## src/rtl/thiele_graph_pkg.sv

```systemverilog
// Shared definitions for the triadic_cascade colouring checker: graph size,
// colour codes, error codes, FSM states and the packed-colouring accessor.
package thiele_graph_pkg;

    localparam int NODES = 9;
    localparam int EDGES = 13;

    localparam logic [1:0] RED     = 2'd0;
    localparam logic [1:0] GREEN   = 2'd1;
    localparam logic [1:0] BLUE    = 2'd2;
    localparam logic [1:0] ILLEGAL = 2'd3;

    localparam logic [2:0] ERR_NONE     = 3'd0;
    localparam logic [2:0] ERR_ILLEGAL  = 3'd1;
    localparam logic [2:0] ERR_ANCHOR   = 3'd2;
    localparam logic [2:0] ERR_CONFLICT = 3'd3;
    localparam logic [2:0] ERR_MU       = 3'd4;
    localparam logic [2:0] ERR_SOLVER   = 3'd5;

    localparam logic [3:0] LAST_NODE = 4'(NODES - 1);
    localparam logic [3:0] LAST_EDGE = 4'(EDGES - 1);
    localparam logic [3:0] NO_EDGE   = 4'hF;

    typedef enum logic [1:0] {
        IDLE       = 2'd0,
        SCAN_NODES = 2'd1,
        SCAN_EDGES = 2'd2,
        REPORT     = 2'd3
    } state_t;

    // Node i occupies bits [2i+1:2i] of the packed colouring.
    function automatic logic [1:0] colour_of(input logic [17:0] colouring,
                                             input logic [3:0]  node);
        logic [17:0] shifted;
        shifted = colouring >> {node, 1'b0};
        return shifted[1:0];
    endfunction

endpackage

```

## src/rtl/thiele_edge_rom.sv

```systemverilog
// Combinational edge table of the triadic_cascade graph: edge index -> (u, v).
// Shared with the solver's reasoning core; out-of-range indices give (0,0).
module thiele_edge_rom
    import thiele_graph_pkg::*;
(
    input  logic [3:0] edge_idx,
    output logic [3:0] node_u,
    output logic [3:0] node_v
);

    // Fixed edge ordering; the scan reports the lowest failing index from this order.
    always_comb begin
        node_u = 4'd0;
        node_v = 4'd0;
        case (edge_idx)
            4'd0:    begin node_u = 4'd0; node_v = 4'd1; end
            4'd1:    begin node_u = 4'd0; node_v = 4'd2; end
            4'd2:    begin node_u = 4'd1; node_v = 4'd2; end
            4'd3:    begin node_u = 4'd2; node_v = 4'd3; end
            4'd4:    begin node_u = 4'd2; node_v = 4'd4; end
            4'd5:    begin node_u = 4'd3; node_v = 4'd4; end
            4'd6:    begin node_u = 4'd3; node_v = 4'd5; end
            4'd7:    begin node_u = 4'd4; node_v = 4'd5; end
            4'd8:    begin node_u = 4'd5; node_v = 4'd6; end
            4'd9:    begin node_u = 4'd5; node_v = 4'd7; end
            4'd10:   begin node_u = 4'd6; node_v = 4'd7; end
            4'd11:   begin node_u = 4'd6; node_v = 4'd8; end
            4'd12:   begin node_u = 4'd7; node_v = 4'd8; end
            default: begin node_u = 4'd0; node_v = 4'd0; end
        endcase
    end

endmodule

```

## src/rtl/thiele_colouring_verifier.sv

```systemverilog
// Re-checks a solver's 9-node colouring: node codes, anchors, every edge and
// the mu-cost budget, then holds a registered verdict until acknowledged.
module thiele_colouring_verifier
    import thiele_graph_pkg::*;
#(
    parameter logic [7:0] MU_BUDGET = 8'd64
) (
    input  logic        clk,
    input  logic        reset,
    input  logic        in_valid,
    output logic        in_ready,
    input  logic        in_success,
    input  logic [17:0] in_colouring,
    input  logic [7:0]  in_mu_cost,
    output logic        result_valid,
    input  logic        result_ack,
    output logic        verdict_ok,
    output logic [2:0]  err_code,
    output logic [3:0]  conflict_count,
    output logic [3:0]  first_bad_edge,
    output logic [7:0]  mu_margin
);

    state_t      state_r;
    state_t      next_state_s;

    logic [17:0] colouring_r;
    logic [7:0]  mu_cost_r;
    logic        success_r;
    logic [3:0]  idx_r;
    logic [3:0]  e_r;
    logic        illegal_r;
    logic        anchor_bad_r;
    logic [3:0]  cc_r;
    logic [3:0]  fbe_r;

    logic [1:0]  node_code_s;
    logic        illegal_next_s;
    logic        anchor_hit_s;
    logic [3:0]  edge_u_s;
    logic [3:0]  edge_v_s;
    logic        conflict_s;
    logic [2:0]  err_s;
    logic [7:0]  margin_s;

    thiele_edge_rom u_edge_rom (
        .edge_idx (e_r),
        .node_u   (edge_u_s),
        .node_v   (edge_v_s)
    );

    assign in_ready = (state_r == IDLE);

    // Per-cycle node and edge evaluation on the captured colouring.
    always_comb begin
        node_code_s    = colour_of(colouring_r, idx_r);
        illegal_next_s = illegal_r | (node_code_s == ILLEGAL);
        anchor_hit_s   = ((idx_r == 4'd0) && (node_code_s != RED)) ||
                         ((idx_r == 4'd1) && (node_code_s != GREEN));
        conflict_s     = (colour_of(colouring_r, edge_u_s) == colour_of(colouring_r, edge_v_s));
    end

    // Verdict priority: solver failure, illegal code, anchor, edge conflict, budget.
    always_comb begin
        err_s = ERR_NONE;
        if (!success_r) begin
            err_s = ERR_SOLVER;
        end else if (illegal_r) begin
            err_s = ERR_ILLEGAL;
        end else if (anchor_bad_r) begin
            err_s = ERR_ANCHOR;
        end else if (cc_r != 4'd0) begin
            err_s = ERR_CONFLICT;
        end else if (mu_cost_r > MU_BUDGET) begin
            err_s = ERR_MU;
        end else begin
            err_s = ERR_NONE;
        end
        if (mu_cost_r >= MU_BUDGET) begin
            margin_s = 8'd0;
        end else begin
            margin_s = MU_BUDGET - mu_cost_r;
        end
    end

    // State register.
    always_ff @(posedge clk or posedge reset) begin
        if (reset) begin
            state_r <= IDLE;
        end else begin
            state_r <= next_state_s;
        end
    end

    // Next-state decode; REPORT waits for its own registered result_valid before honouring ack.
    always_comb begin
        next_state_s = state_r;
        case (state_r)
            IDLE: begin
                if (in_valid) begin
                    next_state_s = in_success ? SCAN_NODES : REPORT;
                end else begin
                    next_state_s = IDLE;
                end
            end
            SCAN_NODES: begin
                if (idx_r == LAST_NODE) begin
                    next_state_s = illegal_next_s ? REPORT : SCAN_EDGES;
                end else begin
                    next_state_s = SCAN_NODES;
                end
            end
            SCAN_EDGES: begin
                if (e_r == LAST_EDGE) begin
                    next_state_s = REPORT;
                end else begin
                    next_state_s = SCAN_EDGES;
                end
            end
            REPORT: begin
                if (result_valid && result_ack) begin
                    next_state_s = IDLE;
                end else begin
                    next_state_s = REPORT;
                end
            end
            default: next_state_s = IDLE;
        endcase
    end

    // Capture, scan accumulators and the frozen verdict registers.
    always_ff @(posedge clk or posedge reset) begin
        if (reset) begin
            colouring_r    <= 18'd0;
            mu_cost_r      <= 8'd0;
            success_r      <= 1'b0;
            idx_r          <= 4'd0;
            e_r            <= 4'd0;
            illegal_r      <= 1'b0;
            anchor_bad_r   <= 1'b0;
            cc_r           <= 4'd0;
            fbe_r          <= NO_EDGE;
            result_valid   <= 1'b0;
            verdict_ok     <= 1'b0;
            err_code       <= ERR_NONE;
            conflict_count <= 4'd0;
            first_bad_edge <= NO_EDGE;
            mu_margin      <= 8'd0;
        end else begin
            case (state_r)
                IDLE: begin
                    if (in_valid) begin
                        colouring_r  <= in_colouring;
                        mu_cost_r    <= in_mu_cost;
                        success_r    <= in_success;
                        idx_r        <= 4'd0;
                        e_r          <= 4'd0;
                        illegal_r    <= 1'b0;
                        anchor_bad_r <= 1'b0;
                        cc_r         <= 4'd0;
                        fbe_r        <= NO_EDGE;
                    end
                end
                SCAN_NODES: begin
                    illegal_r    <= illegal_next_s;
                    anchor_bad_r <= anchor_bad_r | anchor_hit_s;
                    idx_r        <= idx_r + 4'd1;
                end
                SCAN_EDGES: begin
                    if (conflict_s) begin
                        cc_r <= cc_r + 4'd1;
                        if (fbe_r == NO_EDGE) begin
                            fbe_r <= e_r;
                        end
                    end
                    e_r <= e_r + 4'd1;
                end
                REPORT: begin
                    if (!result_valid) begin
                        result_valid   <= 1'b1;
                        verdict_ok     <= (err_s == ERR_NONE);
                        err_code       <= err_s;
                        conflict_count <= cc_r;
                        first_bad_edge <= fbe_r;
                        mu_margin      <= margin_s;
                    end else if (result_ack) begin
                        result_valid <= 1'b0;
                    end
                end
                default: begin
                    result_valid <= 1'b0;
                end
            endcase
        end
    end

endmodule
```

## config.mk

```make
export PLATFORM = sky130hd
export DESIGN_NAME = thiele_colouring_verifier
export DESIGN_NICKNAME = d
export VERILOG_FILES = /design/src/rtl/thiele_graph_pkg.sv /design/src/rtl/thiele_edge_rom.sv /design/src/rtl/thiele_colouring_verifier.sv
export SDC_FILE = /design/constraint.sdc
export NUM_CORES = 1
export LEC_CHECK = 0
export BUFFER_PORTS_ARGS = -buffer_cell sky130_fd_sc_hd__buf_4
export CORE_MARGIN = 3
export CORE_UTILIZATION = 45
export DETAILED_ROUTE_END_ITERATION = 10
export GPL_TIMING_DRIVEN = 0
export PLACE_DENSITY_LB_ADDON = 0.2
export SYNTH_ARGS = -nofsm -noshare
export SYNTH_HDL_FRONTEND = slang
export SYNTH_HIERARCHICAL = 1
export SYNTH_SLANG_ARGS = --single-unit
```

## constraint.sdc

```tcl
create_clock -name clk -period 6.8 [get_ports clk]
set_clock_uncertainty 0.05 [all_clocks]
set_input_delay 2.04 -clock clk [delete_from_list [all_inputs] [get_ports clk]]
set_output_delay 2.04 -clock clk [all_outputs]
set_load 0.1 [all_outputs]
```

# --- After elaboration in Yosys (flattened, before gate mapping) ---
# Memory sizes are Yosys's and may differ from the RTL's.
# Index checks and enable logic that the tools add are counted.
word_totals:
  word_cells: 86
  input_bits: 31
  reg_bits: 68
  memories: 1
  mem_bits_ro: 112
op_classes:
  n_addsub: 4
  n_reduce_logical: 17
  n_shift: 3
  n_mux: 27
  n_bitwise: 3
  n_lt_le_gt_ge: 2
  eq_ne: 13
mem_list:
  columns: ["name", "depth", "word_bits", "read_ports", "rd_ports_with_merged_regs", "write_ports", "line_no", "text"]
  rows:
  - ["(no name shown)", 16, 7, 1, 0, 0, "thiele_edge_rom.sv:15", "case (edge_idx)"]
op_table:
  columns: ["op", "n"]
  rows:
  - [">> shifter 18 x 5 -> 2 bit", 3]
  - ["one-hot mux 4 bit (2 select lines)", 4]
  - ["two-way mux 4 bit", 5]
  - ["two-way mux 3 bit", 5]
  - ["adder 4 x 1 -> 4 bit (second input constant)", 3]
  - ["== test 4 bit (second input constant)", 3]
  - ["greater-or-equal comparator 8 x 7 -> 1 bit (second input constant)", 1]
  - ["> comparator 8 x 7 -> 1 bit (second input constant)", 1]
  - ["two-way mux 2 bit", 4]
  - ["two-way mux 8 bit", 1]
  - ["one-hot mux 2 bit (4 select lines)", 1]
  - ["AND reduction 2 bit", 4]
  - ["subtractor 7 x 8 -> 8 bit (first input constant)", 1]
  - ["== test 2 bit (second input constant)", 3]
  - ["inequality test 2 bit (second input constant)", 3]
  - ["nonzero test 2 bit", 3]
  - ["two-way mux 1 bit", 5]
  - ["== test 4 x 1 -> 1 bit (second input constant)", 1]
  - ["logical NOT 4 bit", 1]
  - ["one-hot mux 1 bit (2 select lines)", 2]
  - ["AND reduction 4 bit", 1]
  - ["nonzero test 4 bit", 1]
  - ["logical AND 1 bit", 3]
  - ["logical NOT 3 bit", 1]
  - ["8 further kinds", 9]

# --- Depth between registers and ports, before layout ---
depth:
  word_depth: 7
  mapped_depth: 11

# --- Cells and area by module ---
# Netlist, hierarchy kept.
by_module_without_submodules:
  columns: ["module", "n_inst", "seq_area_each_um2", "cells_each", "area_per_inst_um2"]
  rows:
  - ["thiele_colouring_verifier", 1, 1711.6, 363, 3490.8]
  - ["thiele_edge_rom", 1, 0.0, 25, 214.0]

# --- Worst setup path after synthesis ---
# OpenSTA, ideal clock, no wires.
synth_timing:
  path_kind: "register to output"
  from: "reg state_r[0]"
  to: "out in_ready"
  path_slack_ns: 2.831
  path_stages_with_launch: 3
  arrival_time_ns: 1.879
  required_ns: 4.710
  path_buffers: 1
  path_cell_list: "dfrtp_1 > clkbuf_1 > nor2_1"
synth_between:
  elab_chain_cells: 1
synth_lines:
  columns: ["item", "line_no", "text"]
  rows:
  - ["start, declared", "thiele_colouring_verifier.sv:24", "state_t state_r;"]
  - ["start signal, assigned", "thiele_colouring_verifier.sv:91", "state_r <= next_state_s;"]
  - ["logical NOT 2 bit", "thiele_colouring_verifier.sv:52", "assign in_ready = (state_r == IDLE);"]
  - ["end, declared", "thiele_colouring_verifier.sv:11", "output logic in_ready,"]
# Every way passes these cells.

# --- Worst setup path in the final report ---
# Ends and elaborated chain as after synthesis.

==> impl_metrics.env <==
export IMPL_status="completed"
export IMPL_firstDrtPassIters=4
export IMPL_synthCells=388
export IMPL_startpoint_type="register"
export IMPL_yosysUniqueCellTypes=53
export IMPL_grt_first_pass_wirelength_um=13600
export IMPL_wl_per_cell_um=14.5
export IMPL_fin_crit_ps=3620
export IMPL_async_flop_share_pct=100
export IMPL_ant_nets=0
export IMPL_ys_seq_elements=68
export IMPL_clock_latency_ps=340
export IMPL_place_hpwl_um=5990
export IMPL_maxCapViolCount=0
export IMPL_finalHoldViolCount=0
export IMPL_antenna_found_initial=0
export IMPL_ys_warn_count=6
export IMPL_fmax_ghz=0.276
export IMPL_slew_headroom_pct=43.7
export IMPL_finalCritPeriodShare_pct=53.2
export IMPL_cts_repair_resized=0
export IMPL_synth_cell_area_um2=3700
export IMPL_fin_nets=494
export IMPL_grt_max_degree=69
export IMPL_vias_per_cell=5.25
export IMPL_crit_fanout=10
export IMPL_setup_violations_final=0
export IMPL_finalSetupTns_ps=0
export IMPL_worst_ep_required_time_ps=4710
export IMPL_synth_top_cell_by_area="dfrtp_1"
export IMPL_synth_most_common_cell="nand2_1"
export IMPL_dp_slack_ps=3390
export IMPL_synth_top_cell_area_share_pct=40.5
export IMPL_grt_pass1_vias=2821
export IMPL_hold_buffers=0
export IMPL_io_pins=53
export IMPL_synth_common_cells="nand2_1, dfrtp_1, o21ai_0, inv_1, mux2_2"
export IMPL_fp_dieArea_um2=9360
export IMPL_start_util_pct=47.2
export IMPL_htree_levels=3
export IMPL_cp_arrival_ps=1530
export IMPL_r2r_start="e_r[0]"
export IMPL_hp_start="mu_margin[0]"
export IMPL_fill_cells=742
export IMPL_vias=2928
export IMPL_synth_edff_count=0
export IMPL_synth_area_leaders="dfrtp_1, nand2_1, dfstp_2"
export IMPL_slew_violations=0
export IMPL_numPlacedInstances=542
export IMPL_cts_tree="built"
export IMPL_holdWs_ps=430
export IMPL_place_port_buffers=52
export IMPL_clk_pin_slew_ps=70
export IMPL_root_buffer="clkbuf_8"
export IMPL_die_x_um=96.7
export IMPL_clock_sinks=68
export IMPL_grt_overflow_total=0
export IMPL_clockBufferDepth=2
export IMPL_grt_use_total_pct=17.7
export IMPL_cp_startpoint="state_r[0]"
export IMPL_fin_cells=558
export IMPL_avgSynthCellArea_um2=9.55
export IMPL_antenna_cells=0
export IMPL_drive_gt1_share_pct=24.8
export IMPL_cp_end_kind="primary output"
export IMPL_syn_to_final_growth_pct=19.0
export IMPL_rsz0062_at_grt="false"
export IMPL_num_rows=32
export IMPL_cts_made_buffers=9
export IMPL_gp_congestion=0.854
export IMPL_dr_first_iter_drc_count=116
export IMPL_yosysSeqAreaShare_pct=46.2
export IMPL_synth_nets=431
export IMPL_die_height_um=96.7
export IMPL_synthFlopType="dfrtp_1"
export IMPL_drc_errors=0
export IMPL_critical_path_class="reg2out"
export IMPL_core_area_um2=7850
export IMPL_hp_class="reg2reg"
export IMPL_post_cts_buffers=0
export IMPL_setup_slack_ps=3180
export IMPL_worst_slew_pin_slew_ps=844
export IMPL_wl_um=8080
flip-flops by register name, indices dropped and copies added, names as in the netlist, 2 cells and up:
signal          count
cc_r                4
colouring_r        18
conflict_count      4
e_r                 4
err_code            3
fbe_r               4
first_bad_edge      4
idx_r               4
mu_cost_r           8
mu_margin           8
state_r             2
layout by cell type, fill, tap and decap left out, types with 3 or more instances in the layout:
cell / netlist / final
nor2b_1: 4 / 4
mux4_2: 6 / 6
buf_4: 1 / 53
mux2i_1: 9 / 9
nor3_1: 6 / 6
buf_6: 3 / 3
dfrtp_1: 60 / 60
xor2_1: 3 / 3
clkbuf_8: 1 / 10
xnor2_1: 4 / 4
a22o_1: 4 / 4
nor2_1: 12 / 12
nand2_1: 105 / 105
nand2b_1: 5 / 5
mux2_2: 16 / 16
and3_1: 3 / 3
o22ai_1: 4 / 4
ha_1: 12 / 12
o32a_1: 5 / 5
or3_1: 3 / 3
o31ai_1: 7 / 7
dfstp_2: 8 / 8
nand3_1: 10 / 10
o21ai_0: 20 / 20
nand3b_1: 3 / 3
a21oi_1: 11 / 11
clkbuf_1: 11 / 13
clkinv_2: 0 / 3
inv_1: 17 / 16
a31oi_1: 3 / 3
stage by stage:
step | util, % | cell area (µm²)
finish | 56.2 | 4410
global route | 56.2 | 4410
CTS | 56.2 | 4410
detailed placement | 53.8 | 4230
global placement | 53.8 | 4220
floorplan | - | 3700
critical path, cell delays in order, from the launching register on:
cell and delay (ps):
dfrtp_1 380, clkbuf_1 210, nor2_1 250, buf_4 340
area by class of cell:
| cell class | instances | area (µm²) | area share (%) |
|---|---|---|---|
| Clock inverter | 5 | 52.6 | 1.19 |
| Tap cell | 102 | 128 | 2.89 |
| Clock buffer | 11 | 131 | 2.98 |
| Buffer | 19 | 111 | 2.53 |
| Inverter | 17 | 66.3 | 1.50 |
| Multi-Input combinational cell | 284 | 1820 | 41.2 |
| Timing Repair Buffer | 52 | 390 | 8.85 |
| Sequential cell | 68 | 1710 | 38.8 |
layer usage:
metal	vias up	part of all wire [%]	track usage, %
li1	1474	-	-
met1	1388	47	23.6
met2	60	48	28.7
met3	6	3.8	5.34
met4	0	0.89	3.89
met5	-	0	0
cell families after synthesis:
logic type | synth area share (%)
flip-flops | 46.2
multiplexers | 10.9
other | 0.101
AND/OR/NAND/NOR | 20.4
AO/OA/AOI/OAI | 11.9
XOR/XNOR | 1.65
buffers and inverters | 4.73
adder cells (fa/ha/maj) | 4.05
worst paths after layout:
path	slack (ps)	endpoint	cells after the start
worst min-delay path	430	mu_margin[0]	2
worst min register to register	430	mu_margin[0]	2
worst max-delay path	3180	in_ready	3
max in group asynchronous	4320	colouring_r[5]	2
min in group asynchronous	1820	mu_margin[0]	2
worst max register to register	3370	fbe_r[0]	11
Power is not shown: default switching activity piles up to over one toggle a cycle in this logic, so the estimate is an artifact.
